**src/rtl/mlp_pkg.sv**
```systemverilog
// Shared constants for the mlp dot-product sequencer: FSM encoding, lane geometry
// and int8 saturation bounds.
package mlp_pkg;

    localparam int STATE_W = 2;

    localparam logic [STATE_W-1:0] ST_IDLE  = 2'd0;
    localparam logic [STATE_W-1:0] ST_ACCUM = 2'd1;
    localparam logic [STATE_W-1:0] ST_DONE  = 2'd2;

    localparam int LANES  = 4;
    localparam int LANE_W = 8;
    localparam int ACC_W  = 32;
    localparam int PROD_W = 2 * LANE_W;

    localparam int signed Q_MIN = -128;
    localparam int signed Q_MAX = 127;

    localparam logic [LANE_W-1:0] Q_MIN_BYTE = 8'h80;
    localparam logic [LANE_W-1:0] Q_MAX_BYTE = 8'h7F;

endpackage

```
**src/rtl/mlp_mac4.sv**
```systemverilog
// Combinational 4-lane signed int8 multiply-accumulate: sum = sum_in + sum of lane products.
module mlp_mac4
    import mlp_pkg::*;
(
    input  logic [ACC_W-1:0]          sum_in,
    input  logic [LANES*LANE_W-1:0]   a,
    input  logic [LANES*LANE_W-1:0]   b,
    output logic [ACC_W-1:0]          sum
);

    logic signed [PROD_W-1:0] prod [LANES];

    for (genvar i = 0; i < LANES; i++) begin : g_lane
        assign prod[i] = $signed(a[LANE_W*i +: LANE_W]) * $signed(b[LANE_W*i +: LANE_W]);
    end

    // Products are sign-extended to the accumulator width; the sum wraps modulo 2^32.
    always_comb begin
        sum = sum_in;
        for (int i = 0; i < LANES; i++) begin
            sum = sum + ACC_W'(prod[i]);
        end
    end

endmodule

```
**src/rtl/mlp_dot_seq.sv**
```systemverilog
// Dot-product sequencer: bias load, streamed 4-lane MAC, int8 requantization.
// Define MLP_SEQ_RELU_EN to clamp negative requantized results to zero.
module mlp_dot_seq
    import mlp_pkg::*;
#(
    parameter int LEN_W = 8,
    parameter int SHIFT = 0
) (
    input  logic               clk,
    input  logic               rst,
    input  logic               start,
    input  logic [LEN_W-1:0]   len,
    input  logic [31:0]        bias,
    input  logic               in_valid,
    output logic               in_ready,
    input  logic [31:0]        a,
    input  logic [31:0]        b,
    output logic               res_valid,
    input  logic               res_ready,
    output logic [31:0]        res_acc,
    output logic [7:0]         res_q,
    output logic               busy
);

    logic [STATE_W-1:0]  state;
    logic [ACC_W-1:0]    acc;
    logic [LEN_W-1:0]    cnt;
    logic [ACC_W-1:0]    mac_sum;
    logic signed [ACC_W-1:0] shifted;
    logic [LANE_W-1:0]   q;

    mlp_mac4 u_mac (
        .sum_in (acc),
        .a      (a),
        .b      (b),
        .sum    (mac_sum)
    );

    always_ff @(posedge clk or posedge rst) begin
        if (rst) begin
            state <= ST_IDLE;
            acc   <= '0;
            cnt   <= '0;
        end else begin
            case (state)
                ST_IDLE: begin
                    if (start) begin
                        acc   <= bias;
                        cnt   <= len;
                        state <= (len == '0) ? ST_DONE : ST_ACCUM;
                    end
                end
                ST_ACCUM: begin
                    if (in_valid) begin
                        acc <= mac_sum;
                        cnt <= cnt - LEN_W'(1);
                        if (cnt == LEN_W'(1)) begin
                            state <= ST_DONE;
                        end
                    end
                end
                ST_DONE: begin
                    // acc is frozen here, so res_acc/res_q stay stable until the handshake.
                    if (res_ready) begin
                        state <= ST_IDLE;
                    end
                end
                default: state <= ST_IDLE;
            endcase
        end
    end

    always_comb begin
        shifted = $signed(acc) >>> SHIFT;
        if (shifted > Q_MAX) begin
            q = Q_MAX_BYTE;
        end else if (shifted < Q_MIN) begin
            q = Q_MIN_BYTE;
        end else begin
            q = shifted[LANE_W-1:0];
        end
`ifdef MLP_SEQ_RELU_EN
        if (shifted < 0) begin
            q = '0;
        end
`endif
    end

    assign in_ready  = (state == ST_ACCUM);
    assign res_valid = (state == ST_DONE);
    assign busy      = (state != ST_IDLE);
    assign res_acc   = acc;
    assign res_q     = q;

endmodule
```
**config.mk**
```make
export PLATFORM = sky130hd
export DESIGN_NAME = mlp_dot_seq
export DESIGN_NICKNAME = d
export VERILOG_FILES = /design/src/rtl/mlp_pkg.sv /design/src/rtl/mlp_mac4.sv /design/src/rtl/mlp_dot_seq.sv
export SDC_FILE = /design/constraint.sdc
export NUM_CORES = 1
export LEC_CHECK = 0
export ABC_AREA = 1
export CORE_ASPECT_RATIO = 1.1
export CORE_UTILIZATION = 35
export CTS_CLUSTER_DIAMETER = 150
export DETAILED_ROUTE_END_ITERATION = 8
export PLACE_DENSITY = 0.52
export SYNTH_ARGS = -nofsm -noshare
export SYNTH_HDL_FRONTEND = slang
export SYNTH_SLANG_ARGS = --single-unit
```
**constraint.sdc**
```tcl
create_clock -name clk -period 3.7 [get_ports clk]
set_input_delay 0.555 -clock clk [delete_from_list [all_inputs] [get_ports clk]]
set_output_delay 0.555 -clock clk [all_outputs]
set_load 0.03 [all_outputs]
```
==> impl_metrics.prom, run 1 <==
# TYPE chip_impl_metric gauge
chip_impl_info{name="status",value="finished with violations"} 1
chip_impl_info{name="failed_checks",value="setup timing"} 1
chip_impl_metric{name="initialDrtViolationCount",unit=""} 532
chip_impl_metric{name="global_route.usage.total",unit="%"} 21.5
chip_impl_metric{name="post-route-util",unit="%"} 51.2
chip_impl_metric{name="post_synth_and_or_nand_nor_area_fraction",unit="%"} 18.0
chip_impl_metric{name="cts-buffers-inserted",unit=""} 5
chip_impl_info{name="tritoncts_clock_tree",value="yes"} 1
chip_impl_info{name="setup.worst_path.class",value="in -> reg"} 1
chip_impl_metric{name="synth_area_per_cell",unit="um2"} 7.41
chip_impl_metric{name="grt_first_pass_wirelength",unit="mm"} 84.5
chip_impl_info{name="sort_of_element_at_the_start_of_the_critical_path",value="primary input"} 1
chip_impl_metric{name="core",unit="um2"} 47900
chip_impl_metric{name="cp_max_fo",unit=""} 3
chip_impl_metric{name="synth_xor_xnor_area_share",unit="%"} 3.13
chip_impl_metric{name="wirelength",unit="mm"} 50.8
chip_impl_metric{name="headroom_to_the_max_slew_limit",unit="%"} 32.5
chip_impl_metric{name="synth.area.mux_share",unit="%"} 0
chip_impl_info{name="largest_family_of_logic_cells_by_synthesized_area",value="adder cells"} 1
chip_impl_metric{name="yosysWarnings",unit=""} 0
chip_impl_metric{name="synth_fp_nets",unit=""} 2873
chip_impl_info{name="worst_setup_path_end_kind",value="flip-flop"} 1
chip_impl_metric{name="n_fill_cell",unit=""} 4669
chip_impl_metric{name="final-hold-violation-count",unit=""} 0
chip_impl_metric{name="die_width",unit="um"} 212
chip_impl_metric{name="r2r.worst_path.cells",unit=""} 25
chip_impl_metric{name="detailroute.via_count",unit=""} 15700
chip_impl_metric{name="syn_to_final_growth",unit="%"} 44.0
chip_impl_metric{name="synth-compound-area-share",unit="%"} 7.75
chip_impl_metric{name="critical-path-max-stage-delay",unit="ps"} 580
chip_impl_metric{name="die_height",unit="um"} 234
chip_impl_metric{name="fin_worst_skew",unit="ps"} 14.4
chip_impl_metric{name="drc",unit=""} 0
chip_impl_metric{name="finalWeightedCongestion",unit=""} 0.890
chip_impl_metric{name="grt_max_degree",unit=""} 43
chip_impl_info{name="root_cell_of_the_clock_tree",value="clkbuf_16"} 1
chip_impl_metric{name="synth.yosys.seq_area_share",unit="%"} 6.16
chip_impl_metric{name="htree_levels",unit=""} 2
chip_impl_metric{name="top_level_ports",unit=""} 152
chip_impl_metric{name="multi_input_area",unit="um2"} 14800
chip_impl_info{name="class_of_the_tightest_hold_or_removal_check",value="reg -> reg"} 1
chip_impl_info{name="rr_endpoint",value="res_acc[31]"} 1
chip_impl_metric{name="timing.fmax",unit="GHz"} 0.130
chip_impl_metric{name="max_cap_viol_count",unit=""} 0
chip_impl_metric{name="number_of_antenna_violations_at_the_first_check_in_global_routing",unit=""} 0
chip_impl_info{name="worstReg2RegStart",value="res_acc[1]"} 1
chip_impl_metric{name="arrival",unit="ps"} 7900
chip_impl_metric{name="layout-drive-gt1-share",unit="%"} 30.4
chip_impl_metric{name="regArea",unit="um2"} 1050
chip_impl_metric{name="num_rows",unit=""} 84
chip_impl_metric{name="critical_path_required",unit="ps"} 3880
chip_impl_metric{name="period_share",unit="%"} 209
chip_impl_metric{name="synth.distinct_cells",unit=""} 50
chip_impl_metric{name="drt.antenna.violating_nets",unit=""} 0
chip_impl_info{name="unrepaired_setup_endpoints_after_global_routing",value="true"} 1
chip_impl_metric{name="vias_per_inst",unit=""} 4.52
chip_impl_metric{name="synth_fa_ha_area_share",unit="%"} 47.6
chip_impl_metric{name="postCtsHoldBufs",unit=""} 0
chip_impl_metric{name="finalCriticalPeriod",unit="ps"} 7720
chip_impl_metric{name="wl_per_cell",unit="um"} 14.6
chip_impl_metric{name="total_die_area",unit="um2"} 49600
chip_impl_metric{name="drt_pre_antenna_iters",unit=""} 5
chip_impl_metric{name="synth_seq_cells",unit=""} 42
chip_impl_metric{name="clockBufferDepth",unit=""} 2
chip_impl_metric{name="worst-r2r-setup-slack",unit="ps"} -450
chip_impl_metric{name="max_slew.worst_pin.slew",unit="ps"} 1010
chip_impl_metric{name="setup_ws",unit="ps"} -4020
chip_impl_metric{name="maxSlewViolCount",unit=""} 0
chip_impl_info{name="crit_path_start",value="b[23]"} 1
chip_impl_metric{name="fin_nets",unit=""} 3396
chip_impl_metric{name="port_buffers",unit=""} 151
chip_impl_metric{name="setup_viol",unit=""} 30
chip_impl_metric{name="initial_utilization",unit="%"} 35.6
chip_impl_info{name="worstSetupEndpoint",value="res_acc[27]"} 1
chip_impl_metric{name="netlist_area",unit="um2"} 17100
chip_impl_metric{name="antenna_cell_count",unit=""} 0
chip_impl_info{name="cp_slowest_cell",value="fa_1"} 1
chip_impl_metric{name="global_route.overflow_total",unit=""} 0
chip_impl_metric{name="holdWs",unit="ps"} 535
chip_impl_metric{name="clkTransAtPathRegs",unit="ps"} 70
chip_impl_metric{name="detailedPlacementHpwl",unit="mm"} 43.6
chip_impl_metric{name="post_synth_inst_count",unit=""} 2302
chip_impl_metric{name="clock_insertion_delay_at_the_later_pin_of_the_skew_report",unit="ps"} 310
chip_impl_metric{name="grt_pass1_vias",unit=""} 17100
chip_impl_metric{name="cts.sinks",unit=""} 42
how the worst min path moves through the flow:
stage              to  cells after the start   start
6_report       cnt[7]                      2  cnt[7]
5_1_grt        cnt[7]                      2  cnt[7]
4_1_cts        cnt[7]                      2  cnt[7]
3_5_place_dp   cnt[7]                      2  cnt[7]
3_3_place_gp   cnt[7]                      2  cnt[7]
2_1_floorplan  cnt[7]                      2  cnt[7]
final cells by class:
class                           instances  share of cell area, %
Multi-Input combinational cell       1474                   60.2
Timing Repair Buffer                  594                   20.7
Inverter                              708                   10.9
Sequential cell                        42                   4.28
Tap cell                              645                   3.29
Clock buffer                            5                  0.510
Clock inverter                          3                  0.199
cell usage in the layout, fill, tap and decap left out, drive strengths merged, types with 2 or more instances in the layout:
master / synthesis / layout
xnor2: 25 / 25
dlymetal6s2s: 0 / 5
o221ai: 2 / 2
clkbuf: 72 / 11
or2: 17 / 17
fa: 312 / 312
nand4: 9 / 9
nand3b: 7 / 7
nor4: 10 / 10
o21a: 2 / 2
a21oi: 80 / 80
xor2: 36 / 36
clkdlybuf4s50: 0 / 107
nor2: 115 / 115
ha: 150 / 150
a31oi: 7 / 7
o21ai: 92 / 92
nor3: 12 / 12
o21bai: 6 / 6
a21o: 11 / 11
dfrtp: 42 / 42
buf: 6 / 473
a21boi: 2 / 2
o22ai: 13 / 13
nand3: 60 / 60
nand2: 492 / 492
dlygate4sd2: 0 / 2
o211ai: 7 / 7
inv: 707 / 707
clkinvlp: 0 / 2
Yosys cell counts (all sizes together):
cell type / count / area (um2)
o211ai: 7 / 52.6
nor4: 10 / 62.6
o21a: 2 / 15.0
nor2: 115 / 444
buf: 6 / 32.5
and3: 1 / 6.26
fa: 312 / 6250
nand3b: 7 / 52.6
o21bai: 6 / 45.0
nor3: 12 / 87.6
nand4: 9 / 56.3
o221ai: 2 / 17.5
clkinv: 1 / 3.75
nor2b: 1 / 6.26
inv: 707 / 2650
xor2: 36 / 315
nand2: 492 / 1900
a41oi: 1 / 8.76
o41ai: 1 / 8.76
a21o: 11 / 82.6
xnor2: 25 / 219
o22ai: 13 / 93.8
a31oi: 7 / 43.8
o31ai: 1 / 7.51
or2: 17 / 106
dfrtp: 42 / 1050
o21ai: 92 / 468
a41o: 1 / 10.0
o221a: 1 / 11.3
a21oi: 80 / 442
clkbuf: 72 / 272
a21boi: 2 / 15.0
ha: 150 / 1880
nand3: 60 / 335
logic make-up (layout without fill, tap and decap cells):
logic type,count (synthesis),in the layout
buf+inv,786,1310
fa+ha+maj,462,462
flops,42,42
xor+xnor,61,61
simple gates,724,724
compound gates,227,227
repair_timing:
item | in CTS | in global routing
setup endpoints to repair | 31 | 30
pin swaps | 136 | 143
buffers inserted | 40 | 33
gates cloned | 0 | 1
gates resized for setup | 296 | 172
worst max-delay path, delay by kind of cell:
family          cells  cell delay [ps]
buf+inv            12              810
fa+ha+maj           9             4200
xor+xnor            2              280
simple gates        6              490
compound gates     12             1550
state kept, by name, summed over array words and instances (netlist names):
signal	count
state	2
res_acc	32
cnt	8
routing by layer:
metal	vias to the layer above	wire length, um	GRT usage [%]
met3	59	986	0.914
met1	7679	20800	26.1
met5	-	0	0
li1	7742	-	-
met2	200	27800	41.3
met4	0	1230	4.77
per-stage QoR:
| step | std cells | TNS (ps) | worst slack [ps] | area, um2 |
|---|---|---|---|---|
| final | 3471 | -99720 | -4020 | 24600 |
| after global routing | 3471 | -108100 | -4350 | 24600 |
| after CTS | 3447 | -99900 | -4000 | 23700 |
| after detailed placement | 3409 | -117830 | -4660 | 22700 |
| after global placement | 3409 | -117910 | -4640 | 22700 |
| after floorplan | 2302 | -84490 | -3660 | 17900 |
Power of run 1 is not shown: default switching activity piles up to over one toggle a cycle in this logic, so the estimate is an artifact.
==> run 2: changes to the inputs <==
- PLACE_DENSITY: 0.52 -> 0.58
==> impl_metrics.prom, run 2 (same netlist as run 1, synthesis figures left out) <==
# TYPE chip_impl_metric gauge
chip_impl_metric{name="regArea",unit="um2"} 1050
chip_impl_metric{name="drt_pre_antenna_iters",unit=""} 8
chip_impl_metric{name="layout-drive-gt1-share",unit="%"} 29.7
chip_impl_info{name="root_cell_of_the_clock_tree",value="clkbuf_16"} 1
chip_impl_metric{name="num_rows",unit=""} 84
chip_impl_metric{name="setup_ws",unit="ps"} -3820
chip_impl_metric{name="total_die_area",unit="um2"} 49600
chip_impl_metric{name="die_width",unit="um"} 212
chip_impl_metric{name="critical_path_required",unit="ps"} 3890
chip_impl_metric{name="fin_worst_skew",unit="ps"} 9.35
chip_impl_metric{name="cp_max_fo",unit=""} 8
chip_impl_metric{name="arrival",unit="ps"} 7710
chip_impl_metric{name="headroom_to_the_max_slew_limit",unit="%"} 62.9
chip_impl_metric{name="antenna_cell_count",unit=""} 0
chip_impl_metric{name="drc",unit=""} 0
chip_impl_metric{name="largest_register_ff_count",unit=""} 32
chip_impl_info{name="tritoncts_clock_tree",value="yes"} 1
chip_impl_metric{name="cts.sinks",unit=""} 42
chip_impl_metric{name="wl_met2",unit="mm"} 27.1
chip_impl_metric{name="initialDrtViolationCount",unit=""} 679
chip_impl_metric{name="syn_to_final_growth",unit="%"} 43.6
chip_impl_info{name="cp_slowest_cell",value="fa_1"} 1
chip_impl_info{name="setup.worst_path.class",value="in -> reg"} 1
chip_impl_metric{name="global_route.overflow_total",unit=""} 0
chip_impl_metric{name="grt_max_degree",unit=""} 36
chip_impl_metric{name="grt_pass1_vias",unit=""} 17200
chip_impl_info{name="final_common_cell",value="inv_1"} 1
chip_impl_metric{name="global_route.usage.total",unit="%"} 21.3
chip_impl_info{name="status",value="finished with violations"} 1
chip_impl_metric{name="cts-buffers-inserted",unit=""} 5
chip_impl_metric{name="m1WireLength",unit="mm"} 20.2
chip_impl_metric{name="core",unit="um2"} 47900
chip_impl_metric{name="setup_viol",unit=""} 30
chip_impl_metric{name="final-hold-violation-count",unit=""} 0
chip_impl_metric{name="multi_input_area",unit="um2"} 15000
chip_impl_info{name="worstReg2RegStart",value="res_acc[1]"} 1
chip_impl_metric{name="grt_first_pass_wirelength",unit="mm"} 84.0
chip_impl_metric{name="port_buffers",unit=""} 151
chip_impl_info{name="class_of_the_tightest_hold_or_removal_check",value="in -> async"} 1
chip_impl_metric{name="finalCriticalPeriod",unit="ps"} 7520
chip_impl_metric{name="period_share",unit="%"} 203
chip_impl_info{name="failed_checks",value="setup timing"} 1
chip_impl_metric{name="timing.fmax",unit="GHz"} 0.133
chip_impl_metric{name="clockBufferDepth",unit=""} 2
chip_impl_metric{name="die_height",unit="um"} 234
chip_impl_metric{name="max_slew.worst_pin.slew",unit="ps"} 557
chip_impl_info{name="worst_setup_path_end_kind",value="flip-flop"} 1
chip_impl_metric{name="drt.antenna.violating_nets",unit=""} 0
chip_impl_metric{name="initial_utilization",unit="%"} 35.6
chip_impl_info{name="sort_of_element_at_the_start_of_the_critical_path",value="primary input"} 1
chip_impl_metric{name="clkTransAtPathRegs",unit="ps"} 70
chip_impl_metric{name="r2r.worst_path.cells",unit=""} 21
chip_impl_metric{name="critical-path-max-stage-delay",unit="ps"} 560
chip_impl_metric{name="wl_per_cell",unit="um"} 14.8
chip_impl_info{name="rr_endpoint",value="res_acc[19]"} 1
chip_impl_metric{name="detailedPlacementHpwl",unit="mm"} 43.0
chip_impl_metric{name="detailroute.via_count",unit=""} 15900
chip_impl_metric{name="wl_met3",unit="mm"} 1.85
chip_impl_metric{name="htree_levels",unit=""} 2
chip_impl_metric{name="n_fill_cell",unit=""} 4578
chip_impl_metric{name="worst-r2r-setup-slack",unit="ps"} -510
chip_impl_metric{name="vias_per_inst",unit=""} 4.63
chip_impl_metric{name="top_level_ports",unit=""} 152
chip_impl_metric{name="fin_nets",unit=""} 3360
chip_impl_metric{name="clock_insertion_delay_at_the_later_pin_of_the_skew_report",unit="ps"} 310
chip_impl_metric{name="number_of_antenna_violations_at_the_first_check_in_global_routing",unit=""} 2
chip_impl_metric{name="wirelength",unit="mm"} 50.8
chip_impl_info{name="dr.max_layer_used",value="met5"} 1
chip_impl_metric{name="max_cap_viol_count",unit=""} 0
chip_impl_metric{name="finalWeightedCongestion",unit=""} 0.905
chip_impl_metric{name="post-route-util",unit="%"} 51.1
chip_impl_metric{name="maxSlewViolCount",unit=""} 0
chip_impl_info{name="unrepaired_setup_endpoints_after_global_routing",value="true"} 1
chip_impl_info{name="layout.cells.most_common_list",value="inv_1, nand2_1, buf_4"} 1
run 2: worst max path at each step:
stage / start / to / slack, ps
after floorplan: a[21] / res_acc[22] / -3660
after global placement: a[30] / res_acc[27] / -4760
after detailed placement: a[30] / res_acc[22] / -4890
after CTS: b[31] / res_acc[22] / -3970
after global routing: b[23] / res_acc[29] / -4230
final: a[30] / res_acc[22] / -3820
run 2: routing by layer:
layer | global-route usage [%] | vias to the layer above
met4 | 6.54 | 4
li1 | - | 7661
met1 | 25.5 | 7776
met3 | 1.90 | 106
met2 | 40.0 | 341
met5 | 0 | -
run 2: through the flow:
step | cell area (um2) | hold WS [ps] | worst slack (ps) | std cells | setup TNS (ps)
2_1_floorplan | 17900 | 490 | -3660 | 2302 | -84490
3_3_place_gp | 22400 | 505 | -4760 | 3380 | -119890
3_5_place_dp | 22400 | 527 | -4890 | 3380 | -121540
4_1_cts | 23500 | 458 | -3970 | 3427 | -98080
5_1_grt | 24500 | 474 | -4230 | 3435 | -102340
6_report | 24500 | 451 | -3820 | 3435 | -93420
run 2: final cells by class:
type / instances / area share (%)
timing repair buffer: 557 / 19.6
multi-input combinational: 1475 / 61.1
tap: 645 / 3.30
sequential: 42 / 4.29
clock inverter: 3 / 0.281
inverter: 708 / 10.9
clock buffer: 5 / 0.511
run 2: worst max-delay path, delay by kind of cell:
kind                     cells  cell delay (ps)
buffers and inverters        9              530
AO/OA/AOI/OAI                7              750
XOR/XNOR                     2              390
AND/OR/NAND/NOR             13             1270
adder cells (fa/ha/maj)      9             4220
run 2: timing repair:
item	4_1_cts	5_1_grt
pin swaps	151	212
hold buffers	0	0
gates resized for setup	249	259
setup buffers	56	31
cloned	2	0
endpoints found under the setup margin	32	36
Power of run 2 is left out for the same reason.
